File: src/rtl/s100_bus_cycle_seq.sv
// s100_bus_cycle_seq: sequences one S-100 bus cycle (T1..T4) per accepted request, with wait states and timeout
module s100_bus_cycle_seq #(
    parameter int WAIT_STATES = 0,
    parameter int TIMEOUT     = 255
) (
    input  logic        pll0_2MHz,
    input  logic        reset,
    input  logic        req_valid,
    output logic        req_ready,
    input  logic [1:0]  req_type,
    input  logic [19:0] req_addr,
    input  logic [7:0]  req_wdata,
    output logic        rsp_valid,
    output logic [7:0]  rsp_rdata,
    output logic        rsp_err,
    input  logic        F_in_sdsb,
    input  logic        F_in_cdsb,
    input  logic        s100_RDY,
    input  logic [7:0]  s100_DI,
    output logic [15:0] S100adr0_15,
    output logic [3:0]  S100adr16_19,
    output logic [7:0]  s100_DO,
    output logic        s100_pSYNC,
    output logic        s100_pSTVAL,
    output logic        s100_pDBIN,
    output logic        s100_n_pWR,
    output logic        s100_sMEMR,
    output logic        s100_sMWRT,
    output logic        s100_sINP,
    output logic        s100_sOUT
);
    typedef enum logic [2:0] {IDLE, T1, T2, T3, T4} state_t;

    localparam logic [7:0] WS = 8'(WAIT_STATES);
    localparam logic [7:0] TO = 8'(TIMEOUT);

    state_t     r_state;
    logic [7:0] r_cnt;
    logic       r_wr;
    logic       w_accept;

    assign req_ready = (r_state == IDLE) && !F_in_sdsb && !F_in_cdsb;
    assign w_accept  = req_valid && req_ready;

    // Bus cycle FSM; every bus pin and response field is a register updated here
    always_ff @(posedge pll0_2MHz) begin
        if (reset) begin
            r_state      <= IDLE;
            r_cnt        <= 8'd0;
            r_wr         <= 1'b0;
            S100adr0_15  <= 16'h0000;
            S100adr16_19 <= 4'h0;
            s100_DO      <= 8'h00;
            s100_pSYNC   <= 1'b0;
            s100_pSTVAL  <= 1'b1;
            s100_pDBIN   <= 1'b0;
            s100_n_pWR   <= 1'b1;
            s100_sMEMR   <= 1'b0;
            s100_sMWRT   <= 1'b0;
            s100_sINP    <= 1'b0;
            s100_sOUT    <= 1'b0;
            rsp_valid    <= 1'b0;
            rsp_rdata    <= 8'h00;
            rsp_err      <= 1'b0;
        end else begin
            rsp_valid <= 1'b0;
            case (r_state)
                IDLE: begin
                    if (w_accept) begin
                        r_state      <= T1;
                        r_wr         <= req_type[0];
                        S100adr0_15  <= req_type[1] ? {req_addr[7:0], req_addr[7:0]} : req_addr[15:0];
                        S100adr16_19 <= req_type[1] ? 4'h0 : {req_addr[16], req_addr[17], req_addr[18], req_addr[19]};
                        s100_DO      <= req_type[0] ? req_wdata : s100_DO;
                        s100_sMEMR   <= req_type == 2'b00;
                        s100_sMWRT   <= req_type == 2'b01;
                        s100_sINP    <= req_type == 2'b10;
                        s100_sOUT    <= req_type == 2'b11;
                        s100_pSYNC   <= 1'b1;
                    end
                end
                T1: begin
                    r_state     <= T2;
                    s100_pSTVAL <= 1'b0;
                end
                T2: begin
                    r_state     <= T3;
                    r_cnt       <= 8'd1;
                    s100_pSYNC  <= 1'b0;
                    s100_pSTVAL <= 1'b1;
                    s100_pDBIN  <= !r_wr;
                    s100_n_pWR  <= !r_wr;
                end
                T3: begin
                    if (r_cnt > WS && s100_RDY) begin
                        r_state    <= T4;
                        s100_pDBIN <= 1'b0;
                        s100_n_pWR <= 1'b1;
                        rsp_valid  <= 1'b1;
                        rsp_rdata  <= r_wr ? 8'h00 : s100_DI;
                        rsp_err    <= 1'b0;
                    end else if (r_cnt == TO) begin
                        r_state    <= T4;
                        s100_pDBIN <= 1'b0;
                        s100_n_pWR <= 1'b1;
                        rsp_valid  <= 1'b1;
                        rsp_rdata  <= 8'hFF;
                        rsp_err    <= 1'b1;
                    end else begin
                        r_cnt <= r_cnt + 8'd1;
                    end
                end
                T4: begin
                    r_state    <= IDLE;
                    s100_sMEMR <= 1'b0;
                    s100_sMWRT <= 1'b0;
                    s100_sINP  <= 1'b0;
                    s100_sOUT  <= 1'b0;
                end
                default: r_state <= IDLE;
            endcase
        end
    end
endmodule

File: config.mk
export PLATFORM = sky130hd
export DESIGN_NAME = s100_bus_cycle_seq
export DESIGN_NICKNAME = d
export VERILOG_FILES = /design/src/rtl/s100_bus_cycle_seq.sv
export SDC_FILE = /design/constraint.sdc
export NUM_CORES = 1
export LEC_CHECK = 0
export BUFFER_PORTS_ARGS = -buffer_cell sky130_fd_sc_hd__clkbuf_2
export CAP_MARGIN = 20
export CORE_MARGIN = 4
export CORE_UTILIZATION = 48
export DETAILED_ROUTE_END_ITERATION = 10
export PLACE_DENSITY = 0.77
export SLEW_MARGIN = 20
export SYNTH_ARGS = -nofsm -noshare
export SYNTH_HDL_FRONTEND = slang
export SYNTH_SLANG_ARGS = --single-unit
File: constraint.sdc
create_clock -name pll0_2MHz -period 2.8 [get_ports pll0_2MHz]
set_clock_uncertainty 0.1 [all_clocks]
set_input_delay 0.14 -clock pll0_2MHz [delete_from_list [all_inputs] [get_ports pll0_2MHz]]
set_output_delay 0.14 -clock pll0_2MHz [all_outputs]
set_load 0.02 [all_outputs]
* Word level (Yosys, flattened, before mapping)
Cells that the tools add are included.
** Operators by class
- Mux-type cells :: 32
- Reduce and logical (&&, ||, !) cells :: 23
- $lt $le $gt $ge :: 1
- Eq/ne operators :: 12
- Add/subtract/negate cells :: 1
- Bitwise logic cells :: 1
** Operator list (count)
- two-way mux 8 bit :: 5
- two-way mux 16 bit :: 1
- one-hot mux 1 bit (2 select lines) :: 8
- one-hot mux 8 bit (2 select lines) :: 1
- two-way mux 1 bit :: 12
- one-hot mux 3 bit (4 select lines) :: 1
- AND reduction 2 bit :: 6
- nonzero test 2 bit :: 5
- two-way mux 3 bit :: 3
- adder 8 x 1 -> 8 bit (second input constant) :: 1
- == test 8 bit (second input constant) :: 1
- greater-than comparator 8 x 1 -> 1 bit (second input constant) :: 1
- == test 3 x 2 -> 1 bit (second input constant) :: 2
- != test 2 bit (second input constant) :: 3
- AND reduction 3 bit :: 2
- == test 2 bit (second input constant) :: 2
- logical AND 1 bit :: 4
- two-way mux 4 bit :: 1
- == test 3 x 1 -> 1 bit (second input constant) :: 1
- == test 3 bit (second input constant) :: 1
- logical NOT 1 bit :: 3
- logical NOT 3 bit :: 1
- != test 3 bit (second input constant) :: 1
- == test 2 x 1 -> 1 bit (second input constant) :: 1
- other kinds (3) :: 3
** Storage, ports and cells
- Output and inout port bits :: 47
- Register bits :: 58
- Input port bits :: 44
- Logic and storage cells :: 87

* Logic depth before layout (Yosys ltp)
- Word-level depth :: 6
- Gate-level depth with buffers :: 8
- Mapped depth without buffers :: 7

* Worst setup path after synthesis
No wires, ideal clock.
- Path type :: register to register
- From :: reg r_cnt[0]
- To :: reg r_cnt[3]
- Data arrival time :: 2010 ps
- Data required time :: 2626 ps
- Setup time :: 74 ps
- Setup slack :: 615 ps
- Path buffers :: 0
- Cell stages (with the launch flop) :: 8
- Period minus slack after synthesis :: 2185 ps
- Cells stage by stage :: dfxtp_1 inv_1 ha_1 or4b_4 o41ai_4 nand2_2 or4_1 a31oi_1
** On the way
- Word-level cells in the longest chain between the ends :: 4
- Elaborated cells between the ends (all ways) :: 10
- Those cells by class :: add/sub (1); order compare (1); eq/ne (3); mux (3); reduce/logical (2)
** RTL lines
- from (decl) :: line 38 : logic [7:0] r_cnt;
- from (signal assigned) :: line 110 : r_cnt <= r_cnt + 8'd1;
- adder 8 x 1 -> 8 bit / greater-than comparator 8 x 1 -> 1 bit (equally long branches) :: line 110, 95
- two-way mux 8 bit / logical AND 1 bit (equally long branches) :: line 102, 95
- two-way mux 8 bit / != test 2 bit (equally long branches)
- one-hot mux 8 bit (2 select lines) / AND reduction 3 bit (equally long branches)
Parallel ways exist; a longest one is shown, timed or not. The select of a mux whose other input is x is not followed.
A chain may end at the register's enable or synchronous reset.

* Worst setup path in the final report
Same ends and word-level chain as after synthesis.

==> key figures <==
Die
  – Die area: 0.00625 mm2
  – Die width: 79.0 um
  – Core area: 0.00482 mm2
  – Starting density of the core: 50.3%
  – Die height: 79.0 um
  – # IOs: 91
  – Row cnt: 25

Worst setup path
  – Flop-to-flop setup slack: 0.45 ns
  – Critical path endpoint: r_cnt[3]
  – R2R Path Start: r_cnt[0]
  – Critical path class: reg2reg
  – Worst-path maximum fanout: 6
  – Worst Path Required: 2.95 ns
  – CP arrival: 2.49 ns
  – RR Endpoint: r_cnt[3]
  – Worst r2r path cells: 7
  – Worst Setup SP: r_cnt[0]
  – Crit path capture type: register
  – Startpoint class of the critical path: register

Detailed routing
  – Starting DRT DRC Count: 169
  – Antenna Nets Post-Route: 0
  – Avg WL per Cell: 13.5 um
  – Vias per Instance: 5.21
  – DR pass1 iterations: 4
  – Drt drc: 0
  – Post-Route WL: 6310 um
  – Via count: 2427

Global routing
  – Initial antenna violation count: 0
  – Met3 GRT Util: 7.14%
  – GRT overflow: 0
  – Vias in the first global route: 2397
  – GRT Util Overall: 21.4%
  – GR Util met1: 23.7%
  – Busiest layer in global routing: met2
  – M2 GR Usage: 36.8%
  – Global-route wire length before repair: 10500 um
  – Largest net degree at the start of global routing: 39

Job
  – Max_cap viols: 0

Timing
  – Tcrit/Tclk final: 83.8%
  – Slew margin rel.: 49.7%
  – Slew Viols, Final: 0
  – Crit path time final: 2.35 ns
  – Worst slew pin tran: 0.754 ns
  – Endpoints failing hold: 0
  – F_max: 426 MHz
  – Final setup vio count: 0
  – RSZ-0062 raised after global routing: false
  – Setup TNS: 0 ns

CTS
  – CTS tree: yes
  – Clock sinks: 58
  – Clock buffer depth: 2
  – CTS clk-pin slew, worst paths: 0.06 ns
  – H-tree depth: 3
  – Clock Latency Late Sink: 0.32 ns
  – Num CTS Buffers: 9
  – Cts repair resizes: 0
  – CTS root buf: clkbuf_8

Logic synthesis
  – Share of flip-flops with an asynchronous set or reset: 0%
  – Most frequent cell after synthesis: dfxtp_1
  – Yosys cell types: 42
  – Post-synth top cells: dfxtp_1, nand2_1, a21oi_1
  – Synth Instances: 281
  – Net Count, Synth: 327
  – Synth Register Bits: 58
  – Top post-synthesis cells by area: dfxtp_1, a21oi_1, nand2_1
  – Top-area cell type share of the netlist area: 47.9%
  – Synth Warn #: 0
  – Ys flop type: dfxtp_1
  – Number of flops mapped to enable cells by yosys: 0
  – Avg Cell Area, Syn: 8.62 um2
  – Post-synthesis instance area: 0.00242 mm2
  – Area leader, netlist: dfxtp_1
  – Sequential fraction of the synthesis area: 47.9%

Placement
  – RePlAce Congestion: 0.865
  – I/O Buffers: 90
  – HPWL after detailed placement: 4180 um
  – Placed Instances: 422

Power and ir drop
  – Static Leakage: 1.45 nW
  – Pwr Density: 614 mW/mm2
  – Max IR drop VDD: 477 uV

Final layout
  – Layout cells sized above 1: 29.6%
  – Total Nets Final: 440
  – Fin util: 71.5%
  – Antenna Cells: 0
  – Layout Area Growth over Synthesis: 42.1%
  – Final cell count without fillers: 466
  – # fillers: 388

Run status
  – Outcome: finished, final reports clean

Min path
  – Worst Hold Class: in2reg
power by group:
| group | switching (W) | total (W) | internal [W] |
|---|---|---|---|
| clock network | 0.000320 | 0.000961 | 0.000640 |
| registers | 0.0000268 | 0.000882 | 0.000856 |
| logic | 0.000149 | 0.000270 | 0.000121 |
| total | 0.000496 | 0.00211 | 0.00162 |
per-layer routing:
layer,share of wire (%),routed length (um)
met1,42,2640
met2,51,3200
met3,6.6,417
met4,0.93,59
met5,0,0
state kept, by name, summed over array words and instances, names as in the netlist:
name,cells
rsp_rdata,8
s100_sMEMR,1
r_state,3
rsp_err,1
s100_pDBIN,1
S100adr0_15,16
s100_DO,8
r_cnt,8
s100_pSYNC,1
S100adr16_19,4
r_wr,1
s100_pSTVAL,1
rsp_valid,1
s100_sINP,1
s100_sMWRT,1
s100_n_pWR,1
s100_sOUT,1
placed cells by master (no fill, tap or decap), drive strengths merged, types with 3 or more instances in the layout:
master | synthesis | final
bufinv | 0 | 3
a21oi | 31 | 31
a31oi | 5 | 5
nand3b | 6 | 6
mux2i | 8 | 8
nor3 | 5 | 5
and3 | 3 | 3
dlygate4sd3 | 0 | 28
o21ai | 5 | 5
and2 | 3 | 3
nand3 | 13 | 13
a311oi | 11 | 11
buf | 3 | 5
clkbuf | 18 | 102
dfxtp | 58 | 58
nor2 | 26 | 26
nand2 | 41 | 41
nand2b | 11 | 11
a211oi | 10 | 10
what timing repair did:
action | in CTS | in global routing
hold endpoints to repair | 28 | 0
buffers inserted | 0 | 0
hold buffers | 28 | 0
area by class of cell:
cell class                      instances  area (um2)  area share (%)
Inverter                                2        7.51           0.218
Clock buffer                           12         155            4.51
Tap cell                               67        83.8            2.43
Multi-Input combinational cell        200        1170            34.0
Clock inverter                          4        97.6            2.83
Sequential cell                        58        1160            33.7
Timing Repair Buffer                  123         768            22.3
cell families (layout without fill, tap and decap cells):
logic type | after synthesis | in the layout | share of synthesized area, %
buffers and inverters | 23 | 141 | 3.77
multiplexers | 8 | 8 | 3.31
flip-flops | 58 | 58 | 47.9
AND/OR/NAND/NOR | 118 | 118 | 23.7
adder cells (fa/ha/maj) | 2 | 2 | 1.03
AO/OA/AOI/OAI | 72 | 72 | 20.3
worst max-delay path, stage by stage (launching register included):
cell     delay, ns
dfxtp_1       0.35
inv_1         0.07
ha_1          0.13
or4b_4        0.47
o41ai_4       0.37
nand2_2       0.13
or4_1         0.48
a31oi_1       0.16
metrics by stage:
stage | cell area [um2] | hold slack (ns) | setup slack, ns | power [W]
finish | 3440 | 0.0299 | 0.455 | 0.00211
global route | 3440 | 0.0232 | 0.228 | 0.00221
CTS | 3440 | 0.0179 | 0.422 | 0.00214
detailed placement | 2910 | 0.285 | 0.476 | 0.00114
global placement | 2910 | 0.279 | 0.543 | 0.00113
floorplan | 2420 | 0.176 | 0.615 | 0.00105
worst min-delay path by stage:
stage	depth (start not counted)	start	end	slack, ns
2_1_floorplan	2	req_addr[0]	S100adr0_15[0]	0.18
3_3_place_gp	3	req_wdata[5]	s100_DO[5]	0.28
3_5_place_dp	3	req_wdata[3]	s100_DO[3]	0.28
4_1_cts	3	req_addr[13]	S100adr0_15[13]	0.02
5_1_grt	3	req_addr[9]	S100adr0_15[9]	0.02
6_report	3	req_addr[13]	S100adr0_15[13]	0.03
Power figures use the tool's default switching activity.
